===== src/rtl/cmp_mon_pkg.sv =====
// Shared types and flag decode for the comparator debounce monitor.
// Latency: n/a (types and pure functions only).
// Backpressure: n/a.
//
// Holds the debounced-relation enum and the decode from raw magnitude-comparator
// flags to a relation class. An illegal flag pattern (not one-hot) decodes to
// UNKNOWN, which no legal sample can ever produce.
package cmp_mon_pkg;

   typedef enum logic [1:0] {
      UNKNOWN = 2'd0,
      BELOW   = 2'd1,
      EQUAL   = 2'd2,
      ABOVE   = 2'd3
   } cmp_state_e;

   // Width of the agreeing-sample run counter; holds DEBOUNCE up to 15.
   localparam int RUN_W = 4;

   function automatic cmp_state_e flags_to_class(input logic gt,
                                                 input logic eq,
                                                 input logic lt);
      cmp_state_e cls;
      case ({gt, eq, lt})
         3'b100:  cls = ABOVE;
         3'b010:  cls = EQUAL;
         3'b001:  cls = BELOW;
         default: cls = UNKNOWN;
      endcase
      return cls;
   endfunction

endpackage


===== src/rtl/sat_counter.sv =====
// Saturating up-counter used for the per-class sample statistics.
// Latency: 1 cycle from inc/clr to count.
// Backpressure: none; inc is ignored once the counter sits at all-ones.
//
// Ports: clk, rst (sync, active-high), inc (count one event), clr (zero the
// counter, wins over inc), count (current value, registered).
// Only built when CMP_MON_STATS_EN is defined, since that is the only
// configuration in which the monitor instantiates it.
`ifdef CMP_MON_STATS_EN
module sat_counter #(
   parameter int WIDTH = 8
) (
   input  logic             clk,
   input  logic             rst,
   input  logic             inc,
   input  logic             clr,
   output logic [WIDTH-1:0] count
);

   logic [WIDTH-1:0] cnt_q;

   always_ff @(posedge clk) begin
      if (rst || clr) begin
         cnt_q <= '0;
      end else if (inc && (cnt_q != {WIDTH{1'b1}})) begin
         cnt_q <= cnt_q + {{(WIDTH-1){1'b0}}, 1'b1};
      end
   end

   assign count = cnt_q;

endmodule
`endif


===== src/rtl/cmp_debounce_monitor.sv =====
// Debounces magnitude-comparator flags into a stable relation, with statistics.
// Latency: 1 cycle from an accepted sample to state/change/err/count update.
// Backpressure: none; in_valid=0 cycles are skipped without breaking a run.
//
// Ports:
//   clk, rst              single clock, synchronous active-high reset
//   in_valid, gt, eq, lt  sample strobe and comparator flags (A>B, A==B, A<B)
//   stats_clr             one-cycle clear of the counters and the err flag
//   state                 debounced relation (0 UNKNOWN, 1 BELOW, 2 EQUAL, 3 ABOVE)
//   change                one-cycle pulse in the cycle state takes a new value
//   gt_cnt/eq_cnt/lt_cnt  saturating counts of accepted legal samples per class
//   err                   sticky flag: a non-one-hot sample was accepted
// Build option: define CMP_MON_STATS_EN to implement the counters; otherwise
// the three count ports are tied to zero and no counter registers exist.
module cmp_debounce_monitor
   import cmp_mon_pkg::*;
#(
   parameter int DEBOUNCE = 3,   // 1..15 consecutive agreeing samples
   parameter int CNT_W    = 8
) (
   input  logic             clk,
   input  logic             rst,
   input  logic             in_valid,
   input  logic             gt,
   input  logic             eq,
   input  logic             lt,
   input  logic             stats_clr,
   output logic [1:0]       state,
   output logic             change,
   output logic [CNT_W-1:0] gt_cnt,
   output logic [CNT_W-1:0] eq_cnt,
   output logic [CNT_W-1:0] lt_cnt,
   output logic             err
);

   localparam logic [RUN_W-1:0] DEB_RUN = RUN_W'(DEBOUNCE);

   cmp_state_e       state_q;
   cmp_state_e       cand_q, cand_d;
   logic [RUN_W-1:0] run_q, run_d;
   logic             switch_d;
   logic             change_q;
   logic             err_q;

   cmp_state_e       cls;
   logic             legal;

   assign cls   = flags_to_class(gt, eq, lt);
   assign legal = (cls != UNKNOWN);

   // Next candidate/run and whether this sample completes a run. A new
   // candidate starts its run at 1 so that DEBOUNCE=1 switches immediately.
   always_comb begin
      cand_d   = cand_q;
      run_d    = run_q;
      switch_d = 1'b0;
      if (in_valid) begin
         if (!legal || (cls == state_q)) begin
            run_d = '0;
         end else begin
            if (cls == cand_q) begin
               run_d = run_q + {{(RUN_W-1){1'b0}}, 1'b1};
            end else begin
               cand_d = cls;
               run_d  = {{(RUN_W-1){1'b0}}, 1'b1};
            end
            if (run_d == DEB_RUN) begin
               switch_d = 1'b1;
               run_d    = '0;
            end
         end
      end
   end

   // Debounce FSM plus the sticky error flag. cand_d always equals the
   // class that completed the run, so it is what state takes on a switch.
   always_ff @(posedge clk) begin
      if (rst) begin
         state_q  <= UNKNOWN;
         cand_q   <= UNKNOWN;
         run_q    <= '0;
         change_q <= 1'b0;
         err_q    <= 1'b0;
      end else begin
         cand_q   <= cand_d;
         run_q    <= run_d;
         change_q <= switch_d;
         if (switch_d) begin
            state_q <= cand_d;
         end
         if (stats_clr) begin
            err_q <= 1'b0;
         end else if (in_valid && !legal) begin
            err_q <= 1'b1;
         end
      end
   end

   assign state  = state_q;
   assign change = change_q;
   assign err    = err_q;

`ifdef CMP_MON_STATS_EN
   // cls is UNKNOWN for illegal samples, so no extra legality term is needed.
   logic inc_gt, inc_eq, inc_lt;

   assign inc_gt = in_valid && (cls == ABOVE);
   assign inc_eq = in_valid && (cls == EQUAL);
   assign inc_lt = in_valid && (cls == BELOW);

   sat_counter #(.WIDTH(CNT_W)) u_gt_cnt (
      .clk   (clk),
      .rst   (rst),
      .inc   (inc_gt),
      .clr   (stats_clr),
      .count (gt_cnt)
   );

   sat_counter #(.WIDTH(CNT_W)) u_eq_cnt (
      .clk   (clk),
      .rst   (rst),
      .inc   (inc_eq),
      .clr   (stats_clr),
      .count (eq_cnt)
   );

   sat_counter #(.WIDTH(CNT_W)) u_lt_cnt (
      .clk   (clk),
      .rst   (rst),
      .inc   (inc_lt),
      .clr   (stats_clr),
      .count (lt_cnt)
   );
`else
   assign gt_cnt = '0;
   assign eq_cnt = '0;
   assign lt_cnt = '0;
`endif

endmodule

===== config.mk =====
export PLATFORM = sky130hd
export DESIGN_NAME = cmp_debounce_monitor
export DESIGN_NICKNAME = d
export VERILOG_FILES = /design/src/rtl/cmp_mon_pkg.sv /design/src/rtl/sat_counter.sv /design/src/rtl/cmp_debounce_monitor.sv
export SDC_FILE = /design/constraint.sdc
export NUM_CORES = 1
export LEC_CHECK = 0
export CELL_PAD_IN_SITES_DETAIL_PLACEMENT = 1
export CELL_PAD_IN_SITES_GLOBAL_PLACEMENT = 2
export CORE_UTILIZATION = 21
export DETAILED_ROUTE_END_ITERATION = 8
export PLACE_DENSITY = 0.79
export REMOVE_ABC_BUFFERS = 1
export SYNTH_ARGS = -nofsm -noshare
export SYNTH_HDL_FRONTEND = slang
export SYNTH_HIERARCHICAL = 1
export SYNTH_SLANG_ARGS = --single-unit

===== constraint.sdc =====
create_clock -name clk -period 1.8 [get_ports clk]
set_input_delay 0.36 -clock clk [delete_from_list [all_inputs] [get_ports clk]]
set_output_delay 0.36 -clock clk [all_outputs]
set_load 0.01 [all_outputs]

After elaboration in Yosys (flattened, before gate mapping)
Index checks and enable logic that the tools add are counted.
Word-level totals
  register bits after elaboration: 10
  output and inout bits: 28
  word-level logic and storage cells: 29
Operators by class
  add/sub/neg operators: 1
  eq/ne operators: 6
  multiplexer cells: 12
  reductions and logical operators: 5
Operator list (count)
  $mux 4: 5
  $mux 2: 3
  $pmux 2 s3: 1
  $add 4x1->4 const B: 1
  $eq 2x2->1: 2
  $eq 4x2->1 const B: 1
  $eq 3x1->1 const B: 1
  $eq 3x2->1 const B: 1
  $eq 3x3->1 const B: 1
  $mux 1: 3
  $reduce_bool 2->1: 1
  $reduce_or 2->1: 1
  $logic_and 1x1->1: 1
  $logic_not 1->1: 1
  $logic_or 1x1->1: 1

Depth between registers and ports, before layout
  depth in word-level cells: 11
  depth in mapped cells: 6

Least setup slack after synthesis
OpenSTA, ideal clock, no wires.
  path kind: input port to flip-flop
  start: input port eq
  end: register run_q[3]
  library setup time: 74 ps
  data arrival time: 1762 ps
  slack: -36 ps
  stages on the path: 6
  cell sequence: buf_4 or3b_1 a21oi_2 o21ai_2 or4b_1 a31oi_1
Between the ends
  longest elaborated chain between the ends: 9
  elaborated cells on any way between the ends: 15
  classes of those cells: eq/ne: 6; mux: 6; reduce/logical: 3
Ends and longest elaborated chain
  start, declared: line cmp_debounce_monitor.sv:25  | input logic eq,
  $eq 3x1->1 (tied with other cells): line cmp_mon_pkg.sv:24  | case ({gt, eq, lt})
  $pmux 2 s3 (*): line cmp_mon_pkg.sv:24
  $eq 2x2->1: line cmp_debounce_monitor.sv:61  | if (cls == cand_q) begin
  $mux 4: line cmp_debounce_monitor.sv:61
  $mux 4: line cmp_debounce_monitor.sv:58  | if (!legal || (cls == state_q)) begin
  $mux 4: line cmp_debounce_monitor.sv:57  | if (in_valid) begin
  $eq 4x2->1: line cmp_debounce_monitor.sv:67  | if (run_d == DEB_RUN) begin
  $mux 4: line cmp_debounce_monitor.sv:67
  $mux 4 (*): line cmp_debounce_monitor.sv:58
  end signal, assigned: line cmp_debounce_monitor.sv:86  | run_q <= run_d;
  end, declared: line cmp_debounce_monitor.sv:40  | logic [RUN_W-1:0] run_q, run_d;
Every way passes the cells marked *; elsewhere a longest branch is shown, timed or not. The select of a mux whose other input is x is not followed.
A chain may end at the register's enable or synchronous reset.

Worst setup path in the final report
  start: register state_q[0], in the netlist state[0]
  end: register run_q[3]
Between the ends
  longest elaborated chain between the ends: 3
Ends and longest elaborated chain
  start, declared: line cmp_debounce_monitor.sv:38  | cmp_state_e state_q;
  start signal, assigned: line cmp_debounce_monitor.sv:89  | state_q <= cand_d;
  $eq 2x2->1: line cmp_debounce_monitor.sv:58
  $logic_or 1x1->1: line cmp_debounce_monitor.sv:58
  $mux 4: line cmp_debounce_monitor.sv:58
Every way passes these cells.

==> impl_results.md <==
- Die Span Y: 66.0 um
- I/O Pins: 35
- Warnings from Yosys: 6
- Total CTS buffers: 3
- Crit path arrival time: 1.90 ns
- Sequential power share: 34.2%
- GR Overflow Total: 0
- PortBufs: 10
- Area fraction of the dominant cell type after synthesis: 23.3%
- Syn Area/Cell: 8.70 um2
- Post-synth top area cell: dfxtp_1
- Final Net Count: 130
- GRT Total Usage: 10.5%
- H-tree levels: 1
- Switching power total: 194 uW
- Worst EP required: 1.97 ns
- Worst reg2reg setup slack: 0.07 ns
- Count of flip-flops with a built-in enable after synthesis: 0
- Pre-CTS setup slack: -0.607 ns
- Hold Path Depth: 2
- Ys async rst share: 0%
- Vias/cell: 4.20
- Initial antenna violation count: 0
- Crit path max fanout: 5
- Core area: 3800 um2
- Pins over their slew limit: 0
- Vias in the first global route: 724
- Clock buffer depth: 2
- Worst-skew pair later-pin latency: 0.25 ns
- Main area contributors after synthesis: dfxtp_1 (23%), buf_4 (23%), o2bb2ai_4 (3.2%)
- Starting Density: 22.7%
- Sequential area share after synthesis: 23.3%
- Via count: 709
- Seq. cell area: 206 um2
- # rows: 22
- Clock slew at reported path FFs: 0.05 ns
- R2R cell count: 5
- P&R area growth vs syn: 24.3%
- CTS Root Cell: clkbuf_8
- Post-route clock period utilization: 96.1%
- Sw Ratio: 28.4%
- Critical path class: flip-flop to flip-flop
- TritonRoute pass-1 iters: 3
- Die W: 66.0 um
- Post-synth top cells: buf_4 (26), dfxtp_1 (10), nor2_1 (5)
- Unique masters post-synth: 43
- Yosys reg bits: 10
- DRT iter0 DRCs: 10
- P_leak: 0.455 nW
- Die Area: 4360 um2
- Critical Path, Cell by Cell: or3b_1 > a21oi_2 > o21ai_2 > or4b_4 > a31oi_1
- Hold violation count in the final report: 0
- Placed cell area: 991 um2
- Pwr Density: 638 nW/um2
- Combinational Power Share: 22.5%
- Share of cells above drive strength 1: 31.4%
- Tmin final: 1.73 ns
- # setup viols final: 0
- Antenna viol nets, final: 0
- Post-CTS setup buffer count: 0
- Max incr delay on CP: 0.48 ns
- Power share of the clock group: 43.2%
- Clock Skews: 0.00366 ns
- Non-Filler Instances: 169
- Total of max-cap violations: 0
- Worst min path class: flip-flop to flip-flop
- Top-count cell post-synth: buf_4
- DRC Markers: 0
- Cells after Synth: 99
- VDD IR max: 310 uV
- Critical path capture point type: flip-flop
- CP max-delay cell: or4b_4
- Final wirelength: 2.04 mm
- Cell area after layout: 1070 um2
- Mapped cell area: 861 um2
- Fmax: 0.578 GHz
- Dpl cells: 165
- Filler instances: 470
- Startpoint Class: flip-flop
- Largest net degree at the start of global routing: 10
- Global-route wire length before repair: 3.38 mm
- Drt wl/cell: 12.1 um
- Multi-input gate area: 543 um2
- Final worst slack: 0.0707 ns
- Routability Congestion: 0.770
- DP HPWL: 1.67 mm
- Status: complete, no violations
- Clock sinks: 10
- Internal Power: 489 uW
- Top_reg_cell synth: dfxtp_1
- Worst hold slack: 0.505 ns
- # diodes: 0
- CTS tree: built
==> layer usage <==
layer,wire length (um),GRT usage [%]
met1,900,12.1
met2,1040,18.5
met3,58,1.55
met4,37,5.59
met5,0,0
==> worst paths after layout <==
path                            startpoint        end
worst max register to register    state[0]   run_q[3]
worst max-delay path              state[0]   run_q[3]
worst min-delay path             cand_q[0]  cand_q[0]
worst min register to register   cand_q[0]  cand_q[0]
==> cell type report <==
type                            count  share of cell area [%]
Clock buffer                        4                    5.15
Multi-Input combinational cell     80                    50.8
Inverter                            3                    1.05
Timing Repair Buffer               24                    18.1
Tap cell                           48                    5.61
Sequential cell                    10                    19.3
==> power groups by stage <==
stage	sequential (mW)	clock, mW	combinational, mW
after floorplan	0.237	0	0.0790
after global placement	0.238	0	0.146
after detailed placement	0.239	0	0.149
after CTS	0.234	0.308	0.149
after global routing	0.234	0.315	0.169
final	0.234	0.295	0.154
==> layout by cell type (no fill, tap or decap), drive strengths merged, types with 2 or more instances in the layout <==
cell type and instances:
a21oi 4, a31oi 2, buf 16, clkbuf 5, clkdlybuf4s50 7, conb 24
dfxtp 10, inv 3, nand2 3, nand2b 3, nand3 3, nand3b 2
nor2 5, nor2b 2, nor3b 2, o21ai 2, o31ai 2, or3b 2
xnor2 2, xor2 2
==> logic make-up after synthesis <==
family	after synthesis	synth area share, %
AO/OA/AOI/OAI	19	19.5
buffers and inverters	32	27.0
AND/OR/NAND/NOR	31	23.1
XOR/XNOR	4	4.07
flip-flops	10	23.3
other	1	0.436
adder cells (fa/ha/maj)	2	2.62
==> registers in the layout, indices dropped and copies added (netlist names) <==
name	flops
run_q	4
cand_q	2
change	1
state	2
err	1
==> stage by stage <==
| stage | util (%) | TNS (ns) | total power [mW] |
|---|---|---|---|
| final | 28.2 | 0 | 0.683 |
| after global routing | 28.2 | -0.00500 | 0.719 |
| after CTS | 27.7 | -0.00759 | 0.691 |
| after detailed placement | 26.1 | -3.83 | 0.388 |
| after global placement | 26.1 | -3.30 | 0.383 |
| after floorplan | - | 0 | 0.317 |
==> worst max-delay path, delay by kind of cell, from the launching register on <==
family,cells,cell delay (ns)
flip-flops,1,0.35
AND/OR/NAND/NOR,2,0.85
AO/OA/AOI/OAI,3,0.46
==> what timing repair did <==
action / CTS / global route
gates resized for setup: 8 / 15
setup endpoints to repair: 9 / 4
hold buffers: 0 / 0
pin swaps: 3 / 7
Note: power is estimated with default switching activity, not from simulation.
